==> config.mk <==
export PLATFORM = sky130hd
export DESIGN_NAME = pipe_hazard_ctrl
export DESIGN_NICKNAME = d
export VERILOG_FILES = /design/src/rtl/pipe_pkg.sv /design/src/rtl/pipe_hazard_detect.sv /design/src/rtl/pipe_hazard_ctrl.sv
export SDC_FILE = /design/constraint.sdc
export NUM_CORES = 1
export LEC_CHECK = 0
export ABC_AREA = 1
export CAP_MARGIN = 20
export CORE_AREA = 3 3 102 75
export CTS_CLUSTER_SIZE = 40
export DETAILED_ROUTE_END_ITERATION = 10
export DIE_AREA = 0 0 105 78
export PLACE_DENSITY = 0.77
export SETUP_SLACK_MARGIN = 0.05
export SYNTH_ARGS = -nofsm -noshare
export SYNTH_HDL_FRONTEND = slang
export SYNTH_HIERARCHICAL = 1
export SYNTH_SLANG_ARGS = --single-unit
==> constraint.sdc <==
create_clock -name clk -period 3 [get_ports clk]
set_clock_uncertainty 0.2 [all_clocks]
set_input_delay 0.6 -clock clk [delete_from_list [all_inputs] [get_ports clk]]
set_output_delay 0.6 -clock clk [all_outputs]
set_load 0.01 [all_outputs]
==> src/rtl/pipe_pkg.sv <==
// Shared types for the pipeline hazard sequencer: FSM states, tracker slot, forward selects.
// Latency: n/a (types, constants and one pure helper function only).
// Backpressure: n/a.
package pipe_pkg;

    // Register address width; register 0 is hard-wired zero and never hazards.
    localparam int REG_AW = 5;

    typedef enum logic [1:0] {
        INIT  = 2'd0,
        RUN   = 2'd1,
        STALL = 2'd2
    } state_t;

    // One in-flight instruction as seen by the hazard tracker.
    typedef struct packed {
        logic              valid;
        logic              we;
        logic [REG_AW-1:0] rd;
        logic              ld;
    } slot_t;

    // EXEC operand source encodings.
    localparam logic [1:0] FWD_RF  = 2'd0;
    localparam logic [1:0] FWD_MEM = 2'd1;
    localparam logic [1:0] FWD_WB  = 2'd2;

    // True when the slot writes the register the ID instruction actually reads.
    function automatic logic slot_match(input slot_t s, input logic [REG_AW-1:0] src,
                                        input logic use_src);
        return s.valid && s.we && (s.rd == src) && (src != '0) && use_src;
    endfunction

endpackage

==> src/rtl/pipe_hazard_detect.sv <==
// Compares one ID source register against the EX/MEM/WB tracker slots; instantiated once per source.
// Latency: purely combinational.
// Backpressure: none; the hazard output is what the sequencer uses to hold the front end.
// Build option FORWARDING_EN: defined -> only load-use in EX hazards and forward selects are produced;
// undefined -> any in-flight writer hazards and the forward select is always the register file.
// Ports: ex_slot/mem_slot/wb_slot tracker contents, src/use_src the ID source, hazard, fwd_sel.
module pipe_hazard_detect
    import pipe_pkg::*;
(
    input  slot_t             ex_slot,
    input  slot_t             mem_slot,
    input  slot_t             wb_slot,
    input  logic [REG_AW-1:0] src,
    input  logic              use_src,
    output logic              hazard,
    output logic [1:0]        fwd_sel
);

    logic m_ex;
    logic m_mem;
    logic m_wb;

    assign m_ex  = slot_match(ex_slot,  src, use_src);
    assign m_mem = slot_match(mem_slot, src, use_src);
    assign m_wb  = slot_match(wb_slot,  src, use_src);

`ifdef FORWARDING_EN
    // A load in EX has no data yet, everything else can be bypassed.
    assign hazard  = m_ex && ex_slot.ld;
    // EX moves to MEM as this instruction enters EXEC; youngest producer wins.
    assign fwd_sel = m_ex ? FWD_MEM : (m_mem ? FWD_WB : FWD_RF);

    logic unused_bits;
    assign unused_bits = ^{m_wb, mem_slot.ld, wb_slot.ld};
`else
    assign hazard  = m_ex || m_mem || m_wb;
    assign fwd_sel = FWD_RF;

    logic unused_bits;
    assign unused_bits = ^{ex_slot.ld, mem_slot.ld, wb_slot.ld};
`endif

endmodule

==> src/rtl/pipe_hazard_ctrl.sv <==
// Central 5-stage pipeline sequencer: RAW hazard stalls, branch flushes, optional operand forwarding.
// Latency: stage enables combinational from state/hazard/branch; fwd_a/fwd_b/stall_cnt registered (1 cycle).
// Backpressure: a hazard drops pc_en/ifid_en and bubbles ID/EX until the producer retires or bypasses.
// Build option FORWARDING_EN enables the load-use-only stall rule and the registered forward selects.
// Ports: ID instruction fields (id_*), ex_branch_taken in; pc_en, ifid_en, idex_bubble, flush,
//        fwd_a, fwd_b, stall_cnt out. REG_AW comes from pipe_pkg.
module pipe_hazard_ctrl
    import pipe_pkg::*;
#(
    parameter int INIT_CYCLES = 3,
    parameter int CNT_W       = 16
) (
    input  logic              clk,
    input  logic              rst_n,
    input  logic              id_valid,
    input  logic [REG_AW-1:0] id_rs,
    input  logic [REG_AW-1:0] id_rt,
    input  logic              id_use_rs,
    input  logic              id_use_rt,
    input  logic              id_reg_write,
    input  logic [REG_AW-1:0] id_write_reg,
    input  logic              id_mem_read,
    input  logic              ex_branch_taken,
    output logic              pc_en,
    output logic              ifid_en,
    output logic              idex_bubble,
    output logic              flush,
    output logic [1:0]        fwd_a,
    output logic [1:0]        fwd_b,
    output logic [CNT_W-1:0]  stall_cnt
);

    localparam int IW = (INIT_CYCLES > 1) ? $clog2(INIT_CYCLES) : 1;
    localparam logic [IW-1:0] INIT_LAST = IW'(INIT_CYCLES - 1);

    state_t        state;
    state_t        state_nxt;
    logic [IW-1:0] init_cnt;
    slot_t         ex_slot;
    slot_t         mem_slot;
    slot_t         wb_slot;
    slot_t         id_slot;
    logic          haz_rs;
    logic          haz_rt;
    logic          hazard;
    logic [1:0]    fwd_sel_rs;
    logic [1:0]    fwd_sel_rt;
    logic          issue;
    logic          stall;

    pipe_hazard_detect u_det_rs (
        .ex_slot  (ex_slot),
        .mem_slot (mem_slot),
        .wb_slot  (wb_slot),
        .src      (id_rs),
        .use_src  (id_use_rs),
        .hazard   (haz_rs),
        .fwd_sel  (fwd_sel_rs)
    );

    pipe_hazard_detect u_det_rt (
        .ex_slot  (ex_slot),
        .mem_slot (mem_slot),
        .wb_slot  (wb_slot),
        .src      (id_rt),
        .use_src  (id_use_rt),
        .hazard   (haz_rt),
        .fwd_sel  (fwd_sel_rt)
    );

    // An empty ID stage cannot be blocked; rs and rt together still cost one stall cycle.
    assign hazard  = id_valid && (haz_rs || haz_rt);
    assign id_slot = '{valid: 1'b1, we: id_reg_write, rd: id_write_reg, ld: id_mem_read};

    always_comb begin
        state_nxt   = state;
        pc_en       = 1'b0;
        ifid_en     = 1'b0;
        idex_bubble = 1'b1;
        flush       = 1'b0;
        issue       = 1'b0;
        stall       = 1'b0;
        case (state)
            INIT: begin
                if (init_cnt == INIT_LAST) begin
                    state_nxt = RUN;
                end
            end
            RUN, STALL: begin
                if (ex_branch_taken) begin
                    // Taken branch wins over any stall: load target, squash IF/ID and ID.
                    flush     = 1'b1;
                    pc_en     = 1'b1;
                    ifid_en   = 1'b1;
                    state_nxt = RUN;
                end else if (hazard) begin
                    stall     = 1'b1;
                    state_nxt = STALL;
                end else begin
                    pc_en       = 1'b1;
                    ifid_en     = 1'b1;
                    idex_bubble = 1'b0;
                    issue       = id_valid;
                    state_nxt   = RUN;
                end
            end
            default: state_nxt = INIT;
        endcase
    end

    always_ff @(posedge clk or negedge rst_n) begin
        if (!rst_n) begin
            state     <= INIT;
            init_cnt  <= '0;
            ex_slot   <= '0;
            mem_slot  <= '0;
            wb_slot   <= '0;
            stall_cnt <= '0;
            fwd_a     <= FWD_RF;
            fwd_b     <= FWD_RF;
        end else begin
            state <= state_nxt;
            if (state == INIT && init_cnt != INIT_LAST) begin
                init_cnt <= init_cnt + IW'(1);
            end else begin
                init_cnt <= '0;
            end
            if (state != INIT) begin
                wb_slot  <= mem_slot;
                mem_slot <= ex_slot;
                ex_slot  <= issue ? id_slot : '0;
            end
            if (stall && stall_cnt != '1) begin
                stall_cnt <= stall_cnt + CNT_W'(1);
            end
            // Selects belong to the instruction entering EXEC; bubbles read the register file.
            fwd_a <= issue ? fwd_sel_rs : FWD_RF;
            fwd_b <= issue ? fwd_sel_rt : FWD_RF;
        end
    end

endmodule

# Word level (Yosys, flattened, before mapping)
# Index checks and enable logic that the tools add are counted.
[totals] output_inout_bits=24 ff_bits=41
[classes] reduce_logical=34 mux=19 add_sub_neg=2 n_eq_ne=12
[op_table] operator="$eq A5 B5 Y1" count=6
[op_table] operator="$logic_and A1 B1 Y1" count=24
[op_table] operator="$add A16 B1 Y16 const B" count=1
[op_table] operator="$ne A16 B16 Y1 const B" count=1
[op_table] operator="$mux W1" count=13
[op_table] operator="$reduce_bool A5 Y1" count=2
[op_table] operator="$mux W2" count=4
[op_table] operator="$mux W8" count=1
[op_table] operator="$logic_or A1 B1 Y1" count=5
[op_table] operator="$eq A2 B2 Y1 const B" count=2
[op_table] operator="$ne A2 B2 Y1 const B" count=2
[op_table] operator="$pmux W2 S2" count=1
[op_table] operator="$add A2 B1 Y2 const B" count=1
[op_table] operator="$eq A2 B1 Y1 const B" count=1
[op_table] operator="$logic_not A2 Y1" count=1
[op_table] operator="$reduce_bool A2 Y1" count=1
[op_table] operator="$reduce_or A2 Y1" count=1

# Longest topological paths before layout
[logic_depth] ltp_word=12 ltp_mapped=16

# Hierarchy
# Netlist, hierarchy kept.
[by_module_without_submodules] mod="pipe_hazard_ctrl" area_each_um2=2318.5 cells_each=283 instances=1 seq_area_each_um2=1201.2
[by_module_without_submodules] mod="pipe_hazard_detect" area_each_um2=344.1 cells_each=86 instances=2 seq_area_each_um2=0.0

# Least setup slack after synthesis
# OpenSTA, ideal clock, no wires.
[synth_path] path_kind="input port to output port" start="input port id_rt[2]" end="output port pc_en" stages=12 required_time_ns=2.200 setup_slack_ns=0.392 t_arrival_ns=1.808 path_cell_list="inv_2 > nand2_1 > nand2_1 > nor2_2 > nand3_1 > nand3_1 > nand2_1 > inv_1 > o21ai_1 > inv_1 > o21ai_0 > buf_4"
[synth_between] elab_chain_len=11
[synth_rtl] item="start, declared" line_no="pipe_hazard_ctrl.sv:17" rtl="input logic [REG_AW-1:0] id_rt,"
[synth_rtl] item="$eq A5 B5 Y1" line_no="pipe_pkg.sv:31" rtl="return s.valid && s.we && (s.rd == src) && (src != '0) && use_src;"
[synth_rtl] item="$logic_and A1 B1 Y1 (3 in a row)" line_no="pipe_pkg.sv:31"
[synth_rtl] item="$logic_or A1 B1 Y1" line_no="pipe_hazard_detect.sv:36" rtl="assign hazard = m_ex || m_mem || m_wb;"
[synth_rtl] item="$logic_or A1 B1 Y1 *" line_no="pipe_hazard_detect.sv:36"
[synth_rtl] item="via haz_rt" line_no="pipe_hazard_ctrl.sv:44" rtl="logic haz_rt;"
[synth_rtl] item="$logic_or A1 B1 Y1 *" line_no="pipe_hazard_ctrl.sv:72" rtl="assign hazard = id_valid && (haz_rs || haz_rt);"
[synth_rtl] item="$logic_and A1 B1 Y1 *" line_no="pipe_hazard_ctrl.sv:72"
[synth_rtl] item="$mux W1 * (3 in a row)"
[synth_rtl] item="end, declared" line_no="pipe_hazard_ctrl.sv:24" rtl="output logic pc_en,"
# The timed path passes the listed nets; every way through them passes the cells marked *.

# Worst setup path in the final report
[layout_path] start="input port id_rt[4]" end="output port idex_bubble"
[layout_between] elab_chain_len=11
[layout_rtl] item="$eq A5 B5 Y1" line_no="pipe_pkg.sv:31"
[layout_rtl] item="$logic_and A1 B1 Y1 (3 in a row)" line_no="pipe_pkg.sv:31"
[layout_rtl] item="$logic_or A1 B1 Y1" line_no="pipe_hazard_detect.sv:36"
[layout_rtl] item="$logic_or A1 B1 Y1 *" line_no="pipe_hazard_detect.sv:36"
[layout_rtl] item="via haz_rt" line_no="pipe_hazard_ctrl.sv:44"
[layout_rtl] item="$logic_or A1 B1 Y1 *" line_no="pipe_hazard_ctrl.sv:72"
[layout_rtl] item="$logic_and A1 B1 Y1 *" line_no="pipe_hazard_ctrl.sv:72"
[layout_rtl] item="$mux W1 *" line_no="pipe_hazard_ctrl.sv:96" rtl="end else if (hazard) begin"
[layout_rtl] item="$mux W1 *" line_no="pipe_hazard_ctrl.sv:90" rtl="if (ex_branch_taken) begin"
[layout_rtl] item="$mux W1 *" line_no="pipe_hazard_ctrl.sv:83" rtl="case (state)"
[layout_rtl] item="end, declared" line_no="pipe_hazard_ctrl.sv:26" rtl="output logic idex_bubble,"
# Marked as above.

==> flow_metrics.py <==
metrics = {
    "floorplan": {
        "rows": 25,
        "fp.dieH_um": 78,
        "core_um2": 6690,
        "die_x_um": 105,
        "ios": 47,
        "initial_utilization_pct": 43.3,
        "die-area_um2": 8190,
    },
    "clock_network": {
        "ctsHtreeMaxLevel": 2,
        "cts.sinks": 45,
        "cts_buffers": 5,
        "clock_path_buffers": 2,
        "clk_pin_slew_ps": 90,
        "cts_root_buf": "clkbuf_8",
        "cts_tree": "built",
        "holdBufCountCts": 0,
        "postCtsSetupBuffers": 0,
        "clk_latency_ps": 300,
    },
    "sta": {
        "tns_ps": 0,
        "slew_headroom_pct": 60.2,
        "hold_violations": 0,
        "clock.fmax_mhz": 352,
        "final.min_clock_period_ps": 2840,
        "hold_ws_ps": 36.9,
        "finalCritPeriodShare_pct": 94.7,
        "drv_slew": 0,
        "setup_viol": 0,
        "rsz0062_at_grt": "false",
        "tightestPinTransition_ps": 596,
    },
    "drt": {
        "routed_via_density": 4.65,
        "wl_um": 7000,
        "drc": 0,
        "routedWlPerCell_um": 11.9,
        "vias": 2739,
        "dr.pass1.iters": 4,
        "drt_iter0_markers": 179,
        "ant_nets": 0,
    },
    "grt": {
        "globalRoute.totalOverflow": 0,
        "grt_pass1_wl_um": 12200,
        "grt_max_degree": 28,
        "grt_antenna_before_repair": 0,
        "grtUsageTotal_pct": 18.3,
        "grt_pass1_vias": 2588,
    },
    "min_path": {
        "worstHoldPathType": "in2async",
    },
    "power_and_ir_drop": {
        "clkPwrFrac_pct": 24.4,
        "switching_share_pct": 37.4,
        "combPwrFrac_pct": 30.3,
        "p_int_mw": 1.20,
        "power.density_nw_per_um2": 539,
        "power.leakage_nw": 1.81,
        "p_sw_mw": 0.717,
        "ir_drop_v": 0.000274,
        "pwr-share-seq_pct": 45.3,
    },
    "synthesis": {
        "yosysWarnings": 6,
        "syn_area_um2": 2900,
        "synth.avg_cell_area_um2": 6.53,
        "syn_inst": 444,
    },
    "placed_design": {
        "hpwl_um": 5320,
        "placed_cell_area_um2": 3460,
        "routabilityCongestion": 0.925,
        "port_buffers": 45,
        "dpl.cell_count": 581,
    },
    "critical_path": {
        "crit_start": "id_rt[4]",
        "slowest_delay_ps": 300,
        "crit_fanout": 5,
        "cp-end-kind": "output port",
        "startpoint_type": "input port",
        "reg2reg_from": "ex_slot[5]$_DFFE_PN0P_",
        "worstPathRequired_ps": 2200,
        "critPathSlowestCell": "dlygate4sd2_1",
        "critPathMostFrequentCell": "nand2_1",
        "cp_num_buf_inv": 5,
        "critPathKind": "in2out",
        "path_cells": "dlygate4sd2_1, inv_2, nand2_1, nand2_1, nor2_1, nand3_1, nand3_1, nand2_1, inv_1, o21ai_2, buf_4, nand2_1, clkdlybuf4s15_2",
        "cp_top_family": "buffers and inverters",
        "arrival_ps": 2040,
    },
    "job": {
        "cap_viol_max_count": 0,
    },
    "final_layout": {
        "stdcell_count": 589,
        "filler_cell_count": 687,
        "num-nets-final": 521,
        "num_antenna_cells": 0,
        "area_growth_pct": 22.7,
        "design_area_um2": 3560,
        "drive_above_1_share_pct": 11.3,
    },
    "outcome": {
        "status": "finished clean",
    },
}
==> power groups by stage <==
stage / clock [mW] / combinational, mW / sequential [mW]
2_1_floorplan: 0 / 0.391 / 0.830
3_3_place_gp: 0 / 0.570 / 0.870
3_5_place_dp: 0 / 0.590 / 0.876
4_1_cts: 0.481 / 0.582 / 0.865
5_1_grt: 0.511 / 0.676 / 0.886
6_report: 0.467 / 0.581 / 0.868
==> cells in the final DEF, fill, tap and decap left out, types with 3 or more instances in the layout <==
cell and instances:
buf_2 3, buf_4 6, clkbuf_8 5, clkdlybuf4s50_1 31, conb_1 4, dfrtp_1 45
dlygate4sd2_1 8, ha_1 4, inv_1 68, inv_2 12, nand2_1 169, nand2_2 4
nand3_1 19, nand4_1 8, nor2_1 45, nor2_2 6, o21ai_0 25, o21ai_1 3
o21ai_2 10, xnor2_1 3
==> worst paths after layout <==
check	to	slack, ps	cells past startpoint
setup / recovery	idex_bubble	160	13
hold / removal	stall_cnt[5]$_DFFE_PN0P_	40	1
setup reg to reg	stall_cnt[5]$_DFFE_PN0P_	750	16
hold reg to reg	init_cnt[0]$_DFF_PN0_	230	1
max in group asynchronous	ex_slot[4]$_DFFE_PN0P_	1840	2
min in group clk	init_cnt[0]$_DFF_PN0_	230	1
==> flip-flops by register name (all words and copies together), names as in the netlist <==
register / count
init_cnt: 2
wb_slot: 7
state: 2
fwd_a: 2
ex_slot: 7
fwd_b: 2
mem_slot: 7
stall_cnt: 16
==> metal layers <==
metal / global-route usage, % / share of wire, % / wire [µm]
met2: 27.8 / 43 / 3000
met3: 3.91 / 6.6 / 459
met1: 26.3 / 49 / 3460
met4: 5.50 / 1.1 / 78
met5: 0 / 0 / 0
==> final cells by class <==
class                           count  area [µm²]  share of cell area, %
Multi-Input combinational cell    309        1410                   39.5
Timing Repair Buffer               52         487                   13.7
Sequential cell                    45        1130                   31.7
Tap cell                           94         118                   3.31
Inverter                           81         304                   8.55
Clock buffer                        5        68.8                   1.94
Clock inverter                      3        46.3                   1.30
==> stage by stage <==
| step | total power, mW | util (%) | setup WS [ps] |
|---|---|---|---|
| 2_1_floorplan | 1.22 | - | 392 |
| 3_3_place_gp | 1.44 | 51.6 | -533 |
| 3_5_place_dp | 1.47 | 51.6 | -550 |
| 4_1_cts | 1.93 | 53.2 | 171 |
| 5_1_grt | 2.07 | 53.1 | 57.5 |
| 6_report | 1.92 | 53.1 | 160 |
==> what timing repair did <==
action | CTS | global route
cloned | 0 | 0
resized for setup | 24 | 3
endpoints found under the setup margin | 3 | 1
Power figures use the tool's default switching activity.
